### src/rtl/pipeline_pkg.sv
// Shared pipeline widths, MemtoReg encodings and the ID/EX payload record.
package pipeline_pkg;
  localparam int REG_W   = 5;
  localparam int DATA_W  = 32;
  localparam int ALUOP_W = 4;
  localparam int M2R_W   = 2;

  localparam logic [M2R_W-1:0] MEMTOREG_ALU = 2'b00;
  localparam logic [M2R_W-1:0] MEMTOREG_MEM = 2'b01;

  typedef struct packed {
    logic [REG_W-1:0]   rs;
    logic [REG_W-1:0]   rt;
    logic [REG_W-1:0]   rd;
    logic [DATA_W-1:0]  bus_a;
    logic [DATA_W-1:0]  bus_b;
    logic [DATA_W-1:0]  imm;
    logic               regwr;
    logic               memwr;
    logic               memrd;
    logic [M2R_W-1:0]   memtoreg;
    logic               alusrc;
    logic [ALUOP_W-1:0] aluop;
  } id_ex_t;

  // A bubble is an all-zero record: no writes, no memory access, $0 indices.
  function automatic id_ex_t bubble_rec();
    id_ex_t b;
    b          = '0;
    b.memtoreg = MEMTOREG_ALU;
    return b;
  endfunction
endpackage

### src/rtl/hazard_detect.sv
// Load-use hazard detection between the load in EX and the instruction in ID.
module hazard_detect
  import pipeline_pkg::*;
(
  input  logic             memrd_ex_i,
  input  logic [REG_W-1:0] rt_ex_i,
  input  logic [REG_W-1:0] rs_id_i,
  input  logic [REG_W-1:0] rt_id_i,
  input  logic             memwr_id_i,
  output logic             hazard_o
);
  logic rs_dep, rt_dep, store_data_only;

  assign rs_dep = (rt_ex_i == rs_id_i);
  assign rt_dep = (rt_ex_i == rt_id_i);
  // A store that needs the loaded value only as write data gets it from MEM forwarding.
  assign store_data_only = memwr_id_i & rt_dep & ~rs_dep;

  assign hazard_o = memrd_ex_i & (rt_ex_i != '0) & (rs_dep | rt_dep) & ~store_data_only;
endmodule

### src/rtl/id_ex_stage.sv
// ID/EX pipeline register with load-use interlock.
// Optional STALL_COUNT_EN adds a saturating 16-bit bubble counter (StallCount).
module id_ex_stage
  import pipeline_pkg::*;
(
  input  logic               clk,
  input  logic               reset,
  input  logic [REG_W-1:0]   RegisterRs_ID,
  input  logic [REG_W-1:0]   RegisterRt_ID,
  input  logic [REG_W-1:0]   RegisterRd_ID,
  input  logic [DATA_W-1:0]  BusA_ID,
  input  logic [DATA_W-1:0]  BusB_ID,
  input  logic [DATA_W-1:0]  Imm_ID,
  input  logic               RegWr_ID,
  input  logic               MemWr_ID,
  input  logic               MemRd_ID,
  input  logic [M2R_W-1:0]   MemtoReg_ID,
  input  logic               ALUSrc_ID,
  input  logic [ALUOP_W-1:0] ALUOp_ID,
  input  logic               Flush_ID,
  input  logic               Stall_EX,
  output logic [REG_W-1:0]   RegisterRs_ID_EX,
  output logic [REG_W-1:0]   RegisterRt_ID_EX,
  output logic [REG_W-1:0]   RegisterRd_ID_EX,
  output logic [DATA_W-1:0]  BusA_ID_EX,
  output logic [DATA_W-1:0]  BusB_ID_EX,
  output logic [DATA_W-1:0]  Imm_ID_EX,
  output logic               RegWr_ID_EX,
  output logic               MemWr_ID_EX,
  output logic               MemRd_ID_EX,
  output logic [M2R_W-1:0]   MemtoReg_ID_EX,
  output logic               ALUSrc_ID_EX,
  output logic [ALUOP_W-1:0] ALUOp_ID_EX,
`ifdef STALL_COUNT_EN
  output logic [15:0]        StallCount,
`endif
  output logic               PCWr,
  output logic               IFIDWr,
  output logic               Bubble
);
  id_ex_t id_rec, ex_d, ex_q;
  logic   hazard_raw, hazard;

  always_comb begin
    id_rec          = '0;
    id_rec.rs       = RegisterRs_ID;
    id_rec.rt       = RegisterRt_ID;
    id_rec.rd       = RegisterRd_ID;
    id_rec.bus_a    = BusA_ID;
    id_rec.bus_b    = BusB_ID;
    id_rec.imm      = Imm_ID;
    id_rec.regwr    = RegWr_ID;
    id_rec.memwr    = MemWr_ID;
    id_rec.memrd    = MemRd_ID;
    id_rec.memtoreg = MemtoReg_ID;
    id_rec.alusrc   = ALUSrc_ID;
    id_rec.aluop    = ALUOp_ID;
  end

  hazard_detect u_hazard (
    .memrd_ex_i (MemRd_ID_EX),
    .rt_ex_i    (RegisterRt_ID_EX),
    .rs_id_i    (RegisterRs_ID),
    .rt_id_i    (RegisterRt_ID),
    .memwr_id_i (MemWr_ID),
    .hazard_o   (hazard_raw)
  );

  // Under reset the register is about to be cleared, so judge on the cleared state.
  assign hazard = hazard_raw & ~reset;
  assign Bubble = hazard & ~Stall_EX & ~Flush_ID;
  assign PCWr   = ~Stall_EX & ~Bubble;
  assign IFIDWr = PCWr;

  always_comb begin
    ex_d = ex_q;
    if (Stall_EX)              ex_d = ex_q;
    else if (Flush_ID | Bubble) ex_d = bubble_rec();
    else                       ex_d = id_rec;
  end

  always_ff @(posedge clk) begin
    if (reset) ex_q <= '0;
    else       ex_q <= ex_d;
  end

  assign RegisterRs_ID_EX = ex_q.rs;
  assign RegisterRt_ID_EX = ex_q.rt;
  assign RegisterRd_ID_EX = ex_q.rd;
  assign BusA_ID_EX       = ex_q.bus_a;
  assign BusB_ID_EX       = ex_q.bus_b;
  assign Imm_ID_EX        = ex_q.imm;
  assign RegWr_ID_EX      = ex_q.regwr;
  assign MemWr_ID_EX      = ex_q.memwr;
  assign MemRd_ID_EX      = ex_q.memrd;
  assign MemtoReg_ID_EX   = ex_q.memtoreg;
  assign ALUSrc_ID_EX     = ex_q.alusrc;
  assign ALUOp_ID_EX      = ex_q.aluop;

`ifdef STALL_COUNT_EN
  logic [15:0] stall_cnt_d, stall_cnt_q;

  always_comb begin
    stall_cnt_d = stall_cnt_q;
    if (Bubble && stall_cnt_q != 16'hFFFF) stall_cnt_d = stall_cnt_q + 16'd1;
  end

  always_ff @(posedge clk) begin
    if (reset) stall_cnt_q <= '0;
    else       stall_cnt_q <= stall_cnt_d;
  end

  assign StallCount = stall_cnt_q;
`endif
endmodule

### config.mk
export PLATFORM = sky130hd
export DESIGN_NAME = id_ex_stage
export DESIGN_NICKNAME = d
export VERILOG_FILES = /design/src/rtl/pipeline_pkg.sv /design/src/rtl/hazard_detect.sv /design/src/rtl/id_ex_stage.sv
export SDC_FILE = /design/constraint.sdc
export NUM_CORES = 1
export LEC_CHECK = 0
export ABC_AREA = 1
export BUFFER_PORTS_ARGS = -buffer_cell sky130_fd_sc_hd__clkbuf_2
export CORE_MARGIN = 4
export CORE_UTILIZATION = 43
export CTS_CLUSTER_DIAMETER = 30
export DETAILED_ROUTE_END_ITERATION = 7
export PLACE_DENSITY = 0.72
export SLEW_MARGIN = 25
export SYNTH_ARGS = -nofsm -noshare
export SYNTH_HDL_FRONTEND = slang
export SYNTH_SLANG_ARGS = --single-unit
### constraint.sdc
create_clock -name clk -period 2 [get_ports clk]
set_clock_uncertainty 0.2 [all_clocks]
set_input_delay 0.4 -clock clk [delete_from_list [all_inputs] [get_ports clk]]
set_output_delay 0.4 -clock clk [all_outputs]
set_load 0.005 [all_outputs]
==> results of run 1 <==
placed cells by master (no fill, tap or decap), drive strengths merged:
cell and count:
nand4 1, or2 1, dfxtp 121, buf 32, inv 129, clkinv 2, clkinvlp 2, xnor2 1
nor2 130, bufinv 3, nand3 124, clkbuf 271, nand2 149, a21oi 121
worst min-delay path by stage:
stage	cells past startpoint	slack [ns]	endpoint
after floorplan	2	0.25	BusA_ID_EX[22]
after global placement	2	0.25	BusA_ID_EX[22]
after detailed placement	2	0.25	BusA_ID_EX[22]
after CTS	5	0.08	Imm_ID_EX[18]
after global routing	5	0.1	BusB_ID_EX[12]
final	5	0.10	Imm_ID_EX[18]
per-layer routing:
layer  up-vias  wire length, um  global-route usage, %
li1       3071                -                      -
met1      2690             7430                   23.2
met2       178             7870                   28.8
met3        34             1400                   6.63
met4         0              486                   8.11
met5         -                0                      0
Yosys cell counts, drive strengths merged:
cell | n | area, um^2
or2 | 1 | 6.26
clkbuf | 39 | 146
nand2 | 149 | 569
nand4 | 1 | 6.26
a21oi | 121 | 943
buf | 29 | 294
dfxtp | 121 | 2420
nand3 | 124 | 1080
xnor2 | 1 | 8.76
inv | 129 | 484
nor2 | 130 | 488
where the power goes:
group | switching, uW | total, uW | internal (uW)
combinational | 464 | 826 | 362
sequential | 52.5 | 2560 | 2500
clock | 1030 | 3110 | 2080
per-stage QoR:
| stage | power (uW) | cells | TNS, ns | instance area (um^2) | utilization [%] |
|---|---|---|---|---|---|
| after floorplan | 3090 | 845 | 0 | 6440 | - |
| final | 6500 | 1271 | -0.763 | 8610 | 59.0 |
| after CTS | 6570 | 1266 | -0.864 | 8430 | 57.8 |
| after detailed placement | 3420 | 1235 | -0.777 | 7800 | 53.4 |
| after global placement | 3420 | 1235 | -0.377 | 7800 | 53.4 |
| after global routing | 6780 | 1271 | -1.07 | 8610 | 59.0 |
worst max-delay path, delay by kind of cell (launching register included):
kind	cells	cell delay [ns]
simple gates	8	0.73
flops	1	0.37
buf+inv	3	0.17
final cells by class:
cell class | instances | area [um^2] | area share (%)
inverter | 129 | 494 | 5.74
clock buffer | 24 | 492 | 5.71
sequential | 121 | 2440 | 28.3
clock inverter | 7 | 115 | 1.34
timing repair buffer | 279 | 1680 | 19.5
tap | 184 | 230 | 2.67
multi-input combinational | 527 | 3160 | 36.7
what timing repair did:
item,4_1_cts,5_1_grt
hold endpoints to repair,0,0
pin swaps,3,1
cloned,0,4
gates resized for setup,14,26
buffers inserted,1,2
setup endpoints to repair,3,124
registers in the layout (all words and copies together) (netlist names):
register          flops
RegisterRt_ID_EX      5
BusA_ID_EX           32
RegWr_ID_EX           1
MemRd_ID_EX           1
ALUOp_ID_EX           4
RegisterRd_ID_EX      5
RegisterRs_ID_EX      5
ALUSrc_ID_EX          1
MemWr_ID_EX           1
BusB_ID_EX           32
MemtoReg_ID_EX        2
Imm_ID_EX            32
kinds of logic (layout without fill, tap and decap cells):
| logic type | Yosys count | count (layout) | share of synthesized area [%] |
|---|---|---|---|
| flip-flops | 121 | 121 | 37.6 |
| AND/OR/NAND/NOR | 405 | 405 | 33.3 |
| buffers and inverters | 197 | 439 | 14.3 |
| XOR/XNOR | 1 | 1 | 0.136 |
| AO/OA/AOI/OAI | 121 | 121 | 14.6 |
==> flow_summary.ini, run 1 <==
[outcome]
outcome = finished with violations
violations = negative setup slack

[grt]
grt_start_max_net_pins = 145
antenna_found_initial = 0
grt_first_pass_wirelength_mm = 25.6
overflow = 0
grt_pass1_vias = 5423
grt_usage_pct = 18.5

[timing]
finalSetupViolCount = 3
fin_crit_ns = 2.27
slew_headroom_pct = 57.2
finalMaxSlewViolations = 0
finalCritPeriodShare_pct = 114
rsz0062_at_grt = yes
setup_slack_ns = -0.274
max_clock_freq_mhz = 440
timing_hold_violations_final = 0
tightest_slew_ns = 0.642
whs_ns = 0.101

[hold_path]
hp-start = Imm_ID[18]
hold_class = primary input to flip-flop

[clock_network]
postCtsHoldBufs = 0
cts_max_level = 4
cts.reportedPaths.clkPinSlew_ns = 0.05
clock-sinks = 121
clock_latency_ns = 0.40
clockRootBuffer = clkbuf_16
cts_inserted_buffers = 17
cts_max_path_buffers = 2
cts_tree = yes

[critical_path]
crit_path_cell_trace = inv_4 > nand2_2 > nand2_2 > nor2_4 > nand3_2 > nand2_4 > nand2_8 > nor2_4 > or2_4 > inv_4 > buf_6
start_kind = flip-flop
critPathKind = flip-flop to output pin
crit_fanout = 5
reg2reg_from = RegisterRt_ID_EX[3]
cpMaxStageDelayCell = dfxtp_4
regToRegEndpoint = Imm_ID_EX[24]
critPathCaptureType = output pin
startpoint = RegisterRt_ID_EX[3]
required_ns = 1.40
worstPathArrival_ns = 1.67
endpoint = PCWr
cp_slowest_stage_delay_ns = 0.37
r2r_slack_ns = 0.06
rr_worst_depth = 12

[logic_synthesis]
syn_inst = 845
synth_nets = 970
netlist_area_um2 = 6440
seq_area_frac_synth_pct = 37.6
ys_seq_elements = 121
ys_types = 19
syn_area_per_cell_um2 = 7.63
ys_warn_count = 0

[drt]
drc = 0
dr.pass1.iters = 4
drt_iter0_markers = 247
post_drt_wl_per_cell_um = 13.5
drt_wl_total_mm = 17.2
vias_per_cell = 4.70
vias = 5973
postRouteAntennaNets = 0

[floorplan]
start_util_pct = 44.2
die_w_um = 130
core-area_um2 = 14600
io_pins = 249
die_area_um2 = 17000
die_h_um = 130
rows = 44

[place]
place_ws_ns = -0.212
gp_congestion = 0.806
port_buffers = 248
dp_hpwl_mm = 10.9

[pwr]
leakagePower_uw = 0.00408
cellPowerDensity_nw_per_um2 = 755
peakVddDrop_mv = 0.523

[finish]
nNetsFinal = 1200
drive_above_1_share_pct = 47.6
antenna_cells = 0
syn_to_final_growth_pct = 33.5
fill_cells = 1354

[job]
max_cap_viol_count = 0
(Power assumes the default switching activity.)
==> inputs of run 2 (changes only) <==
- CELL_PAD_IN_SITES_DETAIL_PLACEMENT: not set -> 0
- CELL_PAD_IN_SITES_GLOBAL_PLACEMENT: not set -> 1
- CORE_UTILIZATION: 43 -> 35
- PLACE_DENSITY: 0.72 -> not set
- PLACE_DENSITY_LB_ADDON: not set -> 0.1
==> flow_summary.ini, run 2 (synthesized netlist as in run 1, its figures left out) <==
[finish]
finish.instance_area_um2 = 8640
syn_to_final_growth_pct = 34.1
drive_above_1_share_pct = 47.6
antenna_cells = 0
layout_common_cells = clkbuf_2, nand2_1, nor2_1
nNetsFinal = 1202
fill_cells = 1871
fin_cells = 1317
final_common_cell = clkbuf_2

[floorplan]
core-area_um2 = 18000
die_h_um = 144
die_w_um = 144
rows = 49
die_area_um2 = 20600
start_util_pct = 35.8
io_pins = 249

[timing]
finalCritPeriodShare_pct = 114
max_clock_freq_mhz = 437
slew_headroom_pct = 48.2
setup_slack_ns = -0.286
fin_setup_tns_ns = -0.813
timing_hold_violations_final = 0
finalMaxSlewViolations = 0
rsz0062_at_grt = yes
finalSetupViolCount = 3
tightest_slew_ns = 0.777
fin_crit_ns = 2.29

[grt]
grt_busiest_layer = met2
grtUsageMet2_pct = 26.4
grt_start_max_net_pins = 142
antenna_found_initial = 0
grt_pass1_vias = 5509
grt_usage_pct = 17.4
use_met3_pct = 7.22
overflow = 0
grt_first_pass_wirelength_mm = 28.8
met1_usage_pct = 23.1

[clock_network]
clock-sinks = 121
cts.reportedPaths.clkPinSlew_ns = 0.06
clock_latency_ns = 0.40
cts_inserted_buffers = 17
cts_tree = yes
clockRootBuffer = clkbuf_16
cts_max_path_buffers = 2
cts_max_level = 4

[critical_path]
worstPathArrival_ns = 1.69
required_ns = 1.40
critPathKind = flip-flop to output pin
crit_fanout = 4
start_kind = flip-flop
critPathCaptureType = output pin

[drt]
post_drt_wl_per_cell_um = 14.1
drc = 0
vias_per_cell = 4.41
drt_iter0_markers = 238
postRouteAntennaNets = 0
vias = 5811
drt_wl_total_mm = 18.5
dr.pass1.iters = 4

[place]
port_buffers = 248
place_area_um2 = 7870
gp_congestion = 0.755
dp.cells = 1285
dp_hpwl_mm = 12.1

[pwr]
peakVddDrop_mv = 0.534
p_seq_share_pct = 38.0
p_sw_share_pct = 23.6
p_int_uw = 5130
cellPowerDensity_nw_per_um2 = 778
leakagePower_uw = 0.00408
power_frac_comb_pct = 12.4
clkPwrFrac_pct = 49.6
p_sw_uw = 1590
power_uw = 6720

[hold_path]
hold_class = primary input to flip-flop

[outcome]
violations = negative setup slack
outcome = finished with violations

[job]
max_cap_viol_count = 0
run 2: worst max-delay path: stages (launching register included):
cell	delay [ns]
dfxtp_2	0.33
inv_2	0.08
nand2_1	0.05
nand2_1	0.06
nor2_1	0.04
nand3_1	0.12
nand2_4	0.08
nand2_8	0.08
nor2_4	0.04
or2_4	0.24
inv_4	0.06
clkbuf_2	0.10
run 2: routing by layer:
| layer | routed length, um | vias up |
|---|---|---|
| met5 | 0 | - |
| met3 | 1550 | 8 |
| met2 | 8250 | 161 |
| met1 | 8610 | 2563 |
| li1 | - | 3079 |
| met4 | 109 | 0 |
run 2: path summary, 6_finish.rpt:
path,from,to,slack [ns],cells past startpoint
max,RegisterRt_ID_EX[1],PCWr,-0.29,11
min,Imm_ID[6],Imm_ID_EX[6],0.1,5
max reg2reg,RegisterRt_ID_EX[1],Imm_ID_EX[31],0.12,11
min reg2reg,BusA_ID_EX[22],BusA_ID_EX[22],0.26,2
run 2: area by class of cell:
| cell class | count | area, um^2 | area share, % |
|---|---|---|---|
| clock inverters | 7 | 138 | 1.59 |
| repair buffers | 281 | 1630 | 18.8 |
| inverters | 129 | 494 | 5.72 |
| multi-input cells | 527 | 3150 | 36.4 |
| clock buffers | 23 | 508 | 5.88 |
| well taps | 229 | 287 | 3.32 |
| flip-flops and latches | 121 | 2440 | 28.2 |
run 2: power by group through the flow:
stage	logic [uW]	registers, uW	clock network [uW]
floorplan	474	2610	0
global placement	835	2600	0
detailed placement	832	2610	0
CTS	841	2550	3430
global route	934	2560	3550
finish	835	2550	3330
run 2: stage by stage:
step                util (%)  hold WS [ns]  setup WS [ns]
finish                  47.9        0.0967         -0.286
global route            47.9        0.0850         -0.406
CTS                     47.5        0.0748         -0.333
detailed placement      43.6         0.252         -0.193
global placement        43.6         0.249         -0.180
floorplan                  -         0.253         0.0280
run 2: what timing repair did:
item,4_1_cts,5_1_grt
cloned,0,1
resized for setup,22,13
pin swaps,5,6
setup endpoints to repair,3,70
hold buffers,0,0
setup buffers,0,1
